===== src/rtl/acc_core_param.sv =====
`default_nettype none
// ============================================================================
//  Module   : acc_core_param
//  Purpose  : Parametrised accumulator core. It has accumulator A, NREG
//             general registers, a return stack (CALL/RET), absolute jumps,
//             run/single-step control, fault detection and a restart path.
//             Program RAM is written through a load port and then executed.
//  Revision : 1.0 - initial release
// ----------------------------------------------------------------------------
//  Ports
//    clk        in   1       clock, rising edge
//    rst_n      in   1       asynchronous active-low reset
//    prog_we    in   1       program RAM write strobe; the core holds while high
//    prog_addr  in   ADDR_W  program RAM write address
//    prog_data  in   DATA_W  program RAM write data
//    run        in   1       1 = free-run, 0 = single-step
//    step       in   1       one-cycle pulse; runs one instruction when run=0
//    restart    in   1       sync: PC=0, SP=0, flags=0, FSM to IDLE
//    acc_out    out  DATA_W  accumulator A
//    pc_out     out  ADDR_W  program counter
//    flags      out  3       {V,C,Z}
//    busy       out  1       FSM in FETCH/OPER/EXEC
//    halted     out  1       FSM in HALT
//    fault      out  1       FSM in FAULT
// ============================================================================
module acc_core_param #(
  parameter int DATA_W  = 8,   // >= 8; opcode is word[7:0]; ADDR_W <= DATA_W
  parameter int ADDR_W  = 5,
  parameter int NREG    = 4,   // 1..16
  parameter int STACK_D = 4
) (
  input  logic              clk,
  input  logic              rst_n,
  input  logic              prog_we,
  input  logic [ADDR_W-1:0] prog_addr,
  input  logic [DATA_W-1:0] prog_data,
  input  logic              run,
  input  logic              step,
  input  logic              restart,
  output logic [DATA_W-1:0] acc_out,
  output logic [ADDR_W-1:0] pc_out,
  output logic [2:0]        flags,
  output logic              busy,
  output logic              halted,
  output logic              fault
);

  localparam int MSB  = DATA_W - 1;
  localparam int SP_W = $clog2(STACK_D + 1);

  typedef enum logic [2:0] {
    S_IDLE  = 3'd0,
    S_FETCH = 3'd1,
    S_OPER  = 3'd2,
    S_EXEC  = 3'd3,
    S_HALT  = 3'd4,
    S_FAULT = 3'd5
  } state_t;

  state_t            state;
  logic [ADDR_W-1:0] pc;
  logic [SP_W-1:0]   sp;
  logic [DATA_W-1:0] acc;
  logic [2:0]        flg;           // {V,C,Z}
  logic [7:0]        opcode;
  logic [DATA_W-1:0] operand;
  logic [DATA_W-1:0] regs  [NREG];
  logic [ADDR_W-1:0] stack [STACK_D];
  logic [DATA_W-1:0] mem   [2**ADDR_W];

  // Program RAM: not reset; a restart in the same cycle blocks the write.
  always_ff @(posedge clk) begin
    if (prog_we && !restart) mem[prog_addr] <= prog_data;
  end

  logic [DATA_W-1:0] mem_word;
  assign mem_word = mem[pc];

  // 01-06 and 80-87 carry an operand word.
  function automatic logic two_word(input logic [7:0] op);
    return ((op[7:4] == 4'h0) && (op[3:0] >= 4'h1) && (op[3:0] <= 4'h6)) ||
           ((op[7:4] == 4'h8) && (op[3:0] <= 4'h7));
  endfunction

  // Register file read and range check for the r field.
  logic              reg_ok;
  logic [DATA_W-1:0] reg_val;
  assign reg_ok = (int'(opcode[3:0]) < NREG);
  always_comb begin
    reg_val = '0;
    for (int i = 0; i < NREG; i++)
      if (opcode[3:0] == 4'(i)) reg_val = regs[i];
  end

  // Top of the return stack (entry sp-1).
  logic [ADDR_W-1:0] stack_top;
  always_comb begin
    stack_top = '0;
    for (int i = 0; i < STACK_D; i++)
      if (sp == SP_W'(i + 1)) stack_top = stack[i];
  end

  // Shared adder: subtraction is a + ~b + 1, so carry-out means "no borrow".
  logic [DATA_W-1:0] add_a, add_b, add_bx, add_res;
  logic              add_sub, add_v;
  logic [DATA_W:0]   add_sum;
  logic [2:0]        arith_flg;

  always_comb begin
    add_a   = acc;
    add_b   = operand;
    add_sub = 1'b0;
    case (opcode[7:4])
      4'h0: add_sub = (opcode[3:0] == 4'h3);
      4'h2: add_b = reg_val;
      4'h3: begin add_b = reg_val; add_sub = 1'b1; end
      4'h6: begin add_a = reg_val; add_b = DATA_W'(1); end
      4'h7: begin add_a = reg_val; add_b = DATA_W'(1); add_sub = 1'b1; end
      default: ;
    endcase
  end

  assign add_bx    = add_b ^ {DATA_W{add_sub}};
  assign add_sum   = {1'b0, add_a} + {1'b0, add_bx} + {{DATA_W{1'b0}}, add_sub};
  assign add_res   = add_sum[MSB:0];
  assign add_v     = (add_a[MSB] == add_bx[MSB]) && (add_res[MSB] != add_a[MSB]);
  assign arith_flg = {add_v, add_sum[DATA_W], (add_res == '0)};

  // Execute-stage decode. Writes are committed only when x_err is clear,
  // so a faulting instruction leaves A, Rn and flags untouched.
  logic [DATA_W-1:0] x_acc, x_reg_val;
  logic [2:0]        x_flg;
  logic              x_acc_we, x_reg_we, x_jump, x_push, x_pop, x_halt, x_err;

  always_comb begin
    x_acc     = acc;
    x_acc_we  = 1'b0;
    x_reg_we  = 1'b0;
    x_reg_val = acc;
    x_flg     = flg;
    x_jump    = 1'b0;
    x_push    = 1'b0;
    x_pop     = 1'b0;
    x_halt    = 1'b0;
    x_err     = 1'b0;
    case (opcode[7:4])
      4'h0: begin
        case (opcode[3:0])
          4'h0: ;
          4'h1: begin x_acc = operand; x_acc_we = 1'b1; end
          4'h2, 4'h3: begin x_acc = add_res; x_acc_we = 1'b1; x_flg = arith_flg; end
          4'h4: begin x_acc = acc & operand; x_acc_we = 1'b1; x_flg[0] = (x_acc == '0); end
          4'h5: begin x_acc = acc | operand; x_acc_we = 1'b1; x_flg[0] = (x_acc == '0); end
          4'h6: begin x_acc = acc ^ operand; x_acc_we = 1'b1; x_flg[0] = (x_acc == '0); end
          4'h7: begin x_acc = ~acc;          x_acc_we = 1'b1; x_flg[0] = (x_acc == '0); end
          4'h8: begin
            x_acc = {acc[MSB-1:0], 1'b0}; x_acc_we = 1'b1;
            x_flg[1] = acc[MSB]; x_flg[0] = (x_acc == '0);
          end
          4'h9: begin
            x_acc = {1'b0, acc[MSB:1]}; x_acc_we = 1'b1;
            x_flg[1] = acc[0]; x_flg[0] = (x_acc == '0);
          end
          4'hA: x_halt = 1'b1;
          default: x_err = 1'b1;
        endcase
      end
      4'h2, 4'h3: begin
        if (!reg_ok) x_err = 1'b1;
        else begin x_acc = add_res; x_acc_we = 1'b1; x_flg = arith_flg; end
      end
      4'h4: begin
        if (!reg_ok) x_err = 1'b1;
        else x_reg_we = 1'b1;
      end
      4'h5: begin
        if (!reg_ok) x_err = 1'b1;
        else begin x_acc = reg_val; x_acc_we = 1'b1; end
      end
      4'h6, 4'h7: begin
        if (!reg_ok) x_err = 1'b1;
        else begin x_reg_val = add_res; x_reg_we = 1'b1; x_flg = arith_flg; end
      end
      4'h8: begin
        case (opcode[3:0])
          4'h0: x_jump = 1'b1;
          4'h1: x_jump = flg[0];
          4'h2: x_jump = ~flg[0];
          4'h3: x_jump = flg[1];
          4'h4: x_jump = ~flg[1];
          4'h5: x_jump = flg[2];
          4'h6: x_jump = ~flg[2];
          // pc already holds the return address when CALL executes.
          4'h7: begin
            if (sp == SP_W'(STACK_D)) x_err = 1'b1;
            else begin x_push = 1'b1; x_jump = 1'b1; end
          end
          4'h8: begin
            if (sp == '0) x_err = 1'b1;
            else x_pop = 1'b1;
          end
          default: x_err = 1'b1;
        endcase
      end
      default: x_err = 1'b1;
    endcase
  end

  always_ff @(posedge clk or negedge rst_n) begin
    if (!rst_n) begin
      state   <= S_IDLE;
      pc      <= '0;
      sp      <= '0;
      acc     <= '0;
      flg     <= '0;
      opcode  <= '0;
      operand <= '0;
      for (int i = 0; i < NREG; i++)    regs[i]  <= '0;
      for (int i = 0; i < STACK_D; i++) stack[i] <= '0;
    end else if (restart) begin
      state <= S_IDLE;
      pc    <= '0;
      sp    <= '0;
      flg   <= '0;
    end else if (!prog_we) begin
      case (state)
        S_IDLE: if (run || step) state <= S_FETCH;
        S_FETCH: begin
          opcode <= mem_word[7:0];
          pc     <= pc + ADDR_W'(1);
          state  <= two_word(mem_word[7:0]) ? S_OPER : S_EXEC;
        end
        S_OPER: begin
          operand <= mem_word;
          pc      <= pc + ADDR_W'(1);
          state   <= S_EXEC;
        end
        S_EXEC: begin
          if (x_err) begin
            state <= S_FAULT;
          end else begin
            if (x_acc_we) acc <= x_acc;
            flg <= x_flg;
            for (int i = 0; i < NREG; i++)
              if (x_reg_we && opcode[3:0] == 4'(i)) regs[i] <= x_reg_val;
            for (int i = 0; i < STACK_D; i++)
              if (x_push && sp == SP_W'(i)) stack[i] <= pc;
            if (x_push) sp <= sp + SP_W'(1);
            if (x_pop) begin
              pc <= stack_top;
              sp <= sp - SP_W'(1);
            end else if (x_jump) begin
              pc <= operand[ADDR_W-1:0];
            end
            if (x_halt)   state <= S_HALT;
            else if (run) state <= S_FETCH;
            else          state <= S_IDLE;
          end
        end
        default: ;  // HALT and FAULT are left only by restart or reset
      endcase
    end
  end

  assign acc_out = acc;
  assign pc_out  = pc;
  assign flags   = flg;
  assign busy    = (state == S_FETCH) || (state == S_OPER) || (state == S_EXEC);
  assign halted  = (state == S_HALT);
  assign fault   = (state == S_FAULT);

endmodule
`default_nettype wire

===== config.mk =====
export PLATFORM = sky130hd
export DESIGN_NAME = acc_core_param
export DESIGN_NICKNAME = d
export VERILOG_FILES = /design/src/rtl/acc_core_param.sv
export SDC_FILE = /design/constraint.sdc
export NUM_CORES = 1
export LEC_CHECK = 0
export ABC_AREA = 1
export BUFFER_PORTS_ARGS = -buffer_cell sky130_fd_sc_hd__buf_2
export CAP_MARGIN = 40
export CORE_MARGIN = 1.5
export CORE_UTILIZATION = 45
export DETAILED_ROUTE_END_ITERATION = 12
export PLACE_DENSITY = 0.59
export SLEW_MARGIN = 15
export SYNTH_ARGS = -nofsm -noshare
export SYNTH_HDL_FRONTEND = slang
export SYNTH_SLANG_ARGS = --single-unit

===== constraint.sdc =====
create_clock -name clk -period 3.9 [get_ports clk]
set_clock_uncertainty 0.1 [all_clocks]
set_input_delay 0.78 -clock clk [delete_from_list [all_inputs] [get_ports clk]]
set_output_delay 0.78 -clock clk [all_outputs]
set_load 0.01 [all_outputs]

# Word level (Yosys, flattened, before mapping)
# Memory sizes are Yosys's and may differ from the RTL's.
# Index checks and enable logic that the tools add are counted.
# W data, S select, Z words.
[word_totals]
ff_bits = 90
ram_bits = 256
in_bits = 19
output_inout_bits = 19
wordCells = 210
mem_count = 1
[mem_list]
columns = ["memory", "words", "width", "rd", "rd_clocked_by_memory_dff", "write_ports", "line", "rtl"]
rows = [
  ["mem", 32, 8, 1, 0, 1, "69", "logic [DATA_W-1:0] mem [2**ADDR_W];"],
]
[classes]
n_addsub = 5
n_lt_le_gt_ge = 4
eq_ne = 40
n_mux = 67
n_bitwise = 11
n_reduce_logical = 65
[ops]
columns = ["op", "n"]
rows = [
  ["$mux W8", 8],
  ["$pmux W8 S8", 1],
  ["$mux W3", 16],
  ["$mux W5", 9],
  ["$logic_not A8 Y1", 5],
  ["$reduce_and A5 Y1", 8],
  ["$eq A4 B3 Y1 const B", 8],
  ["$pmux W8 S3", 1],
  ["$mux W1", 21],
  ["$eq A4 B4 Y1 const B", 5],
  ["$ne A9 B7 Y1 const B", 2],
  ["$reduce_and A6 Y1", 3],
  ["$eq A4 B2 Y1 const B", 4],
  ["$pmux W8 S2", 1],
  ["$xor A8 B8 Y8", 2],
  ["$logic_not A7 Y1", 2],
  ["$logic_and A1 B1 Y1", 13],
  ["$eq A3 B2 Y1 const B", 4],
  ["$logic_not A4 Y1", 3],
  ["$pmux W3 S4", 1],
  ["$reduce_bool A3 Y1", 4],
  ["$reduce_or A11 Y1", 1],
  ["$pmux W5 S2", 1],
  ["$reduce_or A2 Y1", 5],
  ["42 further kinds", 64],
]

# Longest topological paths before layout
# Gate-level depths: netlist of the first run.
[depth]
ltp_word = 17
mapped_depth = 25
ltp_nobuf = 24

# Worst setup path after synthesis of the first run
# No wires, ideal clock.
[synth_path]
kind = "flip-flop to flip-flop"
from = "register opcode[2]"
to = "register regs[14] in the netlist's numbering"
setup_ps = 83
arrival_ps = 3157
required_ps = 3717
slack_ps = 560
stages_incl_launch_ff = 23
n_path_buf = 0
synth_period_minus_slack_ps = 3340
cell_sequence = "dfrtp_1 -> nor2_4 -> inv_2 -> nor2_1 -> inv_1 -> o22ai_1 -> inv_1 -> nand2_1 -> o22ai_1 -> xor2_1 -> ha_1 -> a21oi_1 -> nand2_1 -> nand2_1 -> nand2_1 -> a21oi_1 -> xor2_1 -> nand2_1 -> o21ai_0 -> inv_1 -> o21ai_0 -> inv_1 -> o21ai_0"
[synth_between]
elab_chain_cells = 11
word_cells_on_any_way = 35
classes_between = "add/sub: 2; order compare: 1; eq/ne: 10; mux: 15; bitwise: 2; reduce/logical: 5"
[synth_rtl]
columns = ["element", "line", "rtl"]
rows = [
  ["start, declared", "65", "logic [7:0] opcode;"],
  ["start signal, assigned", "229", "opcode <= mem_word[7:0];"],
  ["$logic_not A4 Y1", "92, 148, 185", ""],
  ["$mux W8 (4 in series)", "92", "if (opcode[3:0] == 4'(i)) reg_val = regs[i];"],
  ["$pmux W8 S2", "113", "case (opcode[7:4])"],
  ["$xor A8 B8 Y8", "123", "assign add_bx = add_b ^ {DATA_W{add_sub}};"],
  ["$add A8 B8 Y9", "124", "assign add_sum = {1'b0, add_a} + {1'b0, add_bx} + {{DATA_W{1'b0}}, add_sub};"],
  ["$add A9 B1 Y9", "124", ""],
  ["$mux W8", "n/a", ""],
  ["$mux W8", "146", "case (opcode[7:4])"],
  ["end signal, assigned by index", "245", "if (x_reg_we && opcode[3:0] == 4'(i)) regs[i] <= x_reg_val;"],
  ["end, declared", "67", "logic [DATA_W-1:0] regs [NREG];"],
]
# Parallel ways exist; a longest one is shown, timed or not.
# A chain may end at the register's enable or synchronous reset.

# Worst setup path in the final report of the first run
[layout_path]
from = "register opcode[2]"
to = "register regs[31] in the netlist's numbering"
[layout_between]
elab_chain_cells = 11
word_cells_on_any_way = 35
classes_between = "add/sub: 2; order compare: 1; eq/ne: 10; mux: 15; bitwise: 2; reduce/logical: 5"
[layout_rtl]
columns = ["element", "line"]
rows = [
  ["$logic_not A4 Y1", "n/a"],
  ["$mux W8 (4 in series)", "92"],
  ["$pmux W8 S2", "113"],
  ["$xor A8 B8 Y8", "123"],
  ["$add A8 B8 Y9", "124"],
  ["$add A9 B1 Y9", "124"],
  ["$mux W8", "n/a"],
  ["$mux W8", "146"],
]
# Parallel ways exist; a longest one is shown, timed or not.

==> results of run 1 <==
registers in the layout (all words and copies together), names as in the netlist:
signal   count
acc_out      8
flags        3
mem        256
opcode       8
operand      8
pc_out       5
regs        32
sp           3
stack       20
state        3
cell usage in the layout (no fill, tap or decap), types with 4 or more instances in the layout:
master and instances:
nand2_1 200, clkinv_2 10, nand4_1 7, nand2_2 4, ha_1 30, inv_1 142
a21oi_1 43, o21ai_0 235, dfrtp_1 87, xor2_1 13, nor2_1 261, clkbuf_16 39
clkinv_1 10, inv_2 20, clkbuf_1 8, nor2_4 5, buf_2 36, a31oi_1 13
edfxtp_1 256, o211ai_1 20, nor3_1 20, buf_4 64, o22ai_1 85, nor2_2 7
o221ai_1 24, o21ai_1 10, xnor2_1 4, nand3_1 53, buf_12 4
repair_timing:
| item | in CTS | in global routing |
|---|---|---|
| endpoints found under the hold margin | 0 | 0 |
| gates resized for setup | 0 | 17 |
| setup buffers | 0 | 4 |
| endpoints found under the setup margin | 0 | 14 |
metal layers:
metal	vias up	global-route usage, %	part of all wire (%)
met5	-	0	0
met4	0	9.81	3.2
met3	94	3.62	6.0
met2	480	40.3	46
met1	6113	35.1	45
li1	5998	-	-
final cells by class:
| type | count | share of cell area [%] |
|---|---|---|
| clock buffer | 47 | 5.37 |
| multi-input combinational | 1075 | 29.9 |
| inverter | 168 | 3.39 |
| clock inverter | 24 | 1.06 |
| tap | 461 | 3.08 |
| sequential | 346 | 53.1 |
| timing repair buffer | 106 | 4.12 |
final timing paths:
check	startpoint	end	slack, ps	cells past startpoint
min	rst_n	acc_out[4]	60	1
min in group clk	stack[8]	stack[8]	380	2
max in group asynchronous	rst_n	regs[26]	2720	3
min reg2reg	stack[8]	stack[8]	380	2
max	opcode[2]	regs[31]	360	23
max reg2reg	opcode[2]	regs[31]	360	23
cells by family after synthesis:
family                     Yosys count
AOI/OAI and AO/OA                  458
xor gates and xnor gates            17
DFF                                346
buffers and inverters              235
adders and majority gates           31
muxes                                2
and+or+nand+nor                    567
where the power goes:
part	total (mW)	switching (mW)	internal, mW
sequential	4.31	0.184	4.12
clock	3.50	1.51	1.99
combinational	5.14	3.45	1.70
==> summary.md, run 1 <==
| Metric | Value |
|---|---|
| Critical path launch point type | `flop` |
| Synth Instances | `1656` |
| Post-route ant nets | `0` |
| # H-tree levels | `2` |
| Slew of the pin with the lowest slew margin | `870 ps` |
| Run status | `finished, violations left` |
| Drc violations | `4` |
| Hold WS | `55.8 ps` |
| Failing checks | `design-rule violations` |
| Mux cell area share after synthesis | `0.122%` |
| DIE HEIGHT | `194 µm` |
| CP dominant cell by count | `nand2_1` |
| Primary FF master, synth | `edfxtp_1` |
| # Max-Cap Violations | `0` |
| Worst-skew pair later-pin latency | `560 ps` |
| CP max-delay cell | `dfrtp_1` |
| First-pass DRT Iterations | `10` |
| Inst Count DP | `2152` |
| Area delta synth->final | `14.2%` |
| CTS tree | `yes` |
| Vias in the first global route | `12000` |
| WL final | `47300 µm` |
| Max Root-Sink Buffers | `3` |
| Nets | `1786` |
| I/O Buffers | `37` |
| Mean Syn Cell Area | `9.90 µm²` |
| Grt ovf | `0` |
| Setup crit end kind | `flop` |
| Sequential element share of the synthesized area | `60.6%` |
| Final Non-Filler Cells | `2227` |
| Clk pin slew, worst setup/hold paths | `60 ps` |
| Final setup fails | `0` |
| Detailed Place HPWL | `31700 µm` |
| Total core area | `35700 µm²` |
| Cell family with the largest share of critical-path delay | `simple AND/OR/NAND/NOR gates` |
| Hold Buf Count CTS | `0` |
| Largest net degree at the start of global routing | `135` |
| Share of layout cells above drive strength 1 | `12.1%` |
| Crit path kind | `flop to flop` |
| Tcrit/Tclk final | `90.8%` |
| Slew HR | `41.8%` |
| Worst vdd ir | `0.000347 V` |
| Register area | `9950 µm²` |
| Crit-path cells | `nor2_4, buf_4, nand2_2, inv_4, buf_4, nand2_1, o211ai_1, nand2_1, o22ai_1, xor2_1, ha_1, inv_1, nor3_1, nand3_1, nand2_1, nand2_1, nand2_1, nand2_1, nand3_1, nand3_1, nand2_2, nor2_1, nor2_1` |
| Fin worst setup slack | `358 ps` |
| Number of synthesized flops with an enable pin | `256` |
| PwrDens | `692 nW/µm²` |
| Tot Pwr | `13.0 mW` |
| Ys Warns | `0` |
| Arrival time worst endpoint | `3940 ps` |
| Die footprint | `37600 µm²` |
| Highest achievable clock rate | `282 MHz` |
| Die width | `194 µm` |
| Yosys cell types | `44` |
| FILL cells | `3258` |
| Synth area leader | `edfxtp_1` |
| Clk sinks | `346` |
| Initial DRC Count | `1078` |
| HP Class | `primary input to async pin` |
| Worst Path Max Fanout | `8` |
| TNS Setup | `0 ps` |
| RePlAce Congestion | `0.945` |
| Final Max Slew Viols | `0` |
| Place WS | `115 ps` |
| Synth top cells by count | `nor2_1, edfxtp_1, o21ai_0, nand2_1, inv_1` |
| FP Rows | `69` |
| XOR/XNOR share of the synthesized area | `0.908%` |
| Via Count | `12700` |
| Count leader, synth | `nor2_1` |
| CP Buf/Inv Count | `4` |
| Ranking of synthesized cells by area | `edfxtp_1, dfrtp_1, o21ai_0, nor2_1, nand2_1` |
| Area occupied by multi-input gates | `5590 µm²` |
| Gr usage total | `25.3%` |
| RSZ-0062 raised after global routing | `no` |
| Static Leak | `7.30 nW` |
| Syn Std Cell Area | `16400 µm²` |
| Compound-Gate Fraction of Synth Area | `16.1%` |
| Async set-reset flop share out of synthesis | `26.0%` |
| Total CTS buffers | `39` |
| Initial antenna violation count | `1` |
| Flops & latches, synth | `346` |
| Antenna fix cells | `0` |
| Adder-Cell Fraction of Synth Area | `2.41%` |
| Avg WL per Cell | `21.2 µm` |
| Post-route cell area | `18700 µm²` |
| Post-layout util | `52.4%` |
| Endpoints failing hold | `0` |
| Crit-path max cell delay | `440 ps` |
| Total I/O pin count | `38` |
| DP Area | `17400 µm²` |
| First-pass GRT wire length | `72600 µm` |
| Syn_nets | `1706` |
| Top-area cell type share of the netlist area | `46.9%` |
| Starting Density | `45.9%` |
| Simple-gate portion of the synthesized area | `14.3%` |
| Critical path required time | `4300 ps` |
| Tmin final | `3540 ps` |
| CTS root buf | `clkbuf_16` |
| Main combinational cell family by area after synthesis | `compound AO/OA/AOI/OAI gates` |
| DR vias/cell | `5.70` |
(Power assumes the default switching activity.)
==> run 2: changes to the inputs <==
CORE_ASPECT_RATIO = 2   (was unset)
==> run 2 against run 1 <==
Effect of this change: core utilization fell by 0.12 points; the flow now finishes without violations; sequential share of layout area barely moved; final area barely moved; worst setup slack got worse by 39 ps; maximum frequency fell by 1.1%; wire length rose by 19%.
==> summary.md, run 2 (synthesis gave the netlist of run 1 again) <==
| Metric | Value |
|---|---|
| First-pass GRT wire length | `82200 µm (was 72600 µm)` |
| Total core area | `35800 µm² (was 35700 µm²)` |
| Hold WS | `388 ps (was 55.8 ps)` |
| CTS root buf | `clkbuf_16 (unchanged)` |
| Detailed Place HPWL | `40300 µm (was 31700 µm)` |
| Endpoints failing hold | `0 (unchanged)` |
| Highest achievable clock rate | `279 MHz (was 282 MHz)` |
| Sw frac | `41.8% (was 39.7%)` |
| Worst vdd ir | `0.000520 V (was 0.000347 V)` |
| # Max-Cap Violations | `0 (unchanged)` |
| Starting Density | `45.8% (was 45.9%)` |
| Inst Count DP | `2176 (was 2152)` |
| Critical path launch point type | `flop (unchanged)` |
| Final setup fails | `0 (unchanged)` |
| Grt ovf | `0 (unchanged)` |
| Clk pin slew, worst setup/hold paths | `70 ps (was 60 ps)` |
| FILL cells | `3382 (was 3258)` |
| Vias in the first global route | `13200 (was 12000)` |
| # H-tree levels | `1 (was 2)` |
| Worst-skew pair later-pin latency | `600 ps (was 560 ps)` |
| Run status | `completed (was finished, violations left)` |
| Commonest non-fill, non-tap cell in the layout | `nor2_1 (unchanged)` |
| Initial DRC Count | `799 (was 1078)` |
| Tot Pwr | `13.0 mW (about the same)` |
| Cell Int Power | `7.56 mW (was 7.81 mW)` |
| I/O Buffers | `37 (unchanged)` |
| HP Class | `flop to flop (was primary input to async pin)` |
| Sequential Power Share | `33.4% (was 33.2%)` |
| Reg with most FFs | `mem (unchanged)` |
| PwrDens | `694 nW/µm² (was 692 nW/µm²)` |
| Final Max Slew Viols | `0 (unchanged)` |
| Drc violations | `0 (was 4)` |
| Die footprint | `37700 µm² (was 37600 µm²)` |
| Antenna fix cells | `0 (unchanged)` |
| Crit path kind | `flop to flop (unchanged)` |
| Clk sinks | `346 (unchanged)` |
| Clk pwr share | `22.7% (was 27.0%)` |
| P_sw | `5.42 mW (was 5.14 mW)` |
| DR vias/cell | `5.84 (was 5.70)` |
| Area delta synth->final | `14.2% (about the same)` |
| Post-route ant nets | `0 (unchanged)` |
| RePlAce Congestion | `1.02 (was 0.945)` |
| Max Root-Sink Buffers | `3 (unchanged)` |
| Worst Path Max Fanout | `9 (was 8)` |
| Largest register FFs | `256 (unchanged)` |
| Register area | `9950 µm² (about the same)` |
| Critical path required time | `4270 ps (was 4300 ps)` |
| DIE HEIGHT | `273 µm (was 194 µm)` |
| Arrival time worst endpoint | `3960 ps (was 3940 ps)` |
| Avg WL per Cell | `25.3 µm (was 21.2 µm)` |
| Slew HR | `40.7% (was 41.8%)` |
| Final Non-Filler Cells | `2236 (was 2227)` |
| Initial antenna violation count | `2 (was 1)` |
| Tcrit/Tclk final | `91.8% (was 90.8%)` |
| Biggest regs | `mem: 256 flops, regs: 32 flops, stack: 20 flops (unchanged)` |
| Static Leak | `7.34 nW (was 7.30 nW)` |
| Slew of the pin with the lowest slew margin | `884 ps (was 870 ps)` |
| CTS tree | `yes (unchanged)` |
| Setup crit end kind | `flop (unchanged)` |
| Total I/O pin count | `38 (unchanged)` |
| Via Count | `13100 (was 12700)` |
| Tmin final | `3580 ps (was 3540 ps)` |
| Nets | `1812 (was 1786)` |
| FP Rows | `98 (was 69)` |
| Die width | `138 µm (was 194 µm)` |
| Largest net degree at the start of global routing | `100 (was 135)` |
| First-pass DRT Iterations | `5 (was 10)` |
| TNS Setup | `0 ps (unchanged)` |
| Area occupied by multi-input gates | `5610 µm² (was 5590 µm²)` |
| Gate power share | `43.9% (was 39.7%)` |
| Total CTS buffers | `30 (was 39)` |
| Commonest cells after routing, fill and taps aside | `nor2_1, edfxtp_1, o21ai_0 (unchanged)` |
| Gr usage total | `30.7% (was 25.3%)` |
| Share of layout cells above drive strength 1 | `13.2% (was 12.1%)` |
| WL final | `56500 µm (was 47300 µm)` |
## run 2: cell count changes in the layout (fill, tap and decap cells not counted), sizes merged
| cell | before | now |
|---|---|---|
| dlygate4sd3 | 0 | 1 |
| clkinv | 23 | 22 |
| inv | 166 | 163 |
| buf | 106 | 139 |
| clkbuf | 47 | 37 |
## run 2: worst max-delay path: stages (launching register included)
cell and delay, ps:
dfrtp_2 450, nor2_4 200, inv_2 80, nor2_2 150
inv_2 110, o22ai_1 120, inv_1 70, nand2_2 110
o22ai_1 90, xor2_1 180, fa_1 450, xor2_1 150
buf_4 150, o22ai_1 80, nor4_1 320, buf_4 190
o22ai_1 100, a211oi_1 200, buf_4 140, a21oi_1 30
## run 2: path summary, 6_finish.rpt
check | endpoint | start | slack (ps) | cells past startpoint
setup / recovery | acc_out[2] | opcode[3] | 320 | 19
hold / removal | stack[3] | stack[3] | 390 | 2
setup reg to reg | acc_out[2] | opcode[3] | 320 | 19
hold reg to reg | stack[3] | stack[3] | 390 | 2
max in group asynchronous | opcode[0] | rst_n | 2550 | 3
min in group asynchronous | regs[22] | rst_n | 530 | 2
## run 2: routing by layer
layer	GRT usage [%]	up-vias	wire, µm
met5	0	-	27
met4	26.9	4	6040
met3	5.56	222	2790
met2	54.9	450	29900
met1	29.1	6355	17700
li1	-	6038	-
## run 2: final cells by class
type	instances	share of cell area, %
inverter	168	3.39
clock buffer	36	4.24
clock inverter	20	0.836
multi-input combinational	1075	30.0
tap	450	3.01
timing repair buffer	141	5.41
sequential	346	53.2
## run 2: what timing repair did
item,CTS,global route
resized for setup,0,21
setup buffers,0,2
endpoints found under the setup margin,0,22
hold buffers,1,0
endpoints found under the hold margin,1,0
## run 2: power by group through the flow
stage | Combinational [mW] | Sequential [mW] | Clock, mW
finish | 5.70 | 4.34 | 2.95
detailed placement | 5.42 | 4.40 | 0
floorplan | 3.20 | 4.32 | 0
CTS | 5.44 | 4.32 | 2.99
global route | 6.14 | 4.35 | 3.12
global placement | 5.42 | 4.40 | 0
## run 2: through the flow
stage | utilization (%) | instance area (µm²) | setup WS (ps)
2_1_floorplan | - | 16400 | 560
3_3_place_gp | 49.3 | 17600 | 201
3_5_place_dp | 49.4 | 17700 | 215
4_1_cts | 52.0 | 18600 | 202
5_1_grt | 52.3 | 18700 | -12.2
6_report | 52.3 | 18700 | 318
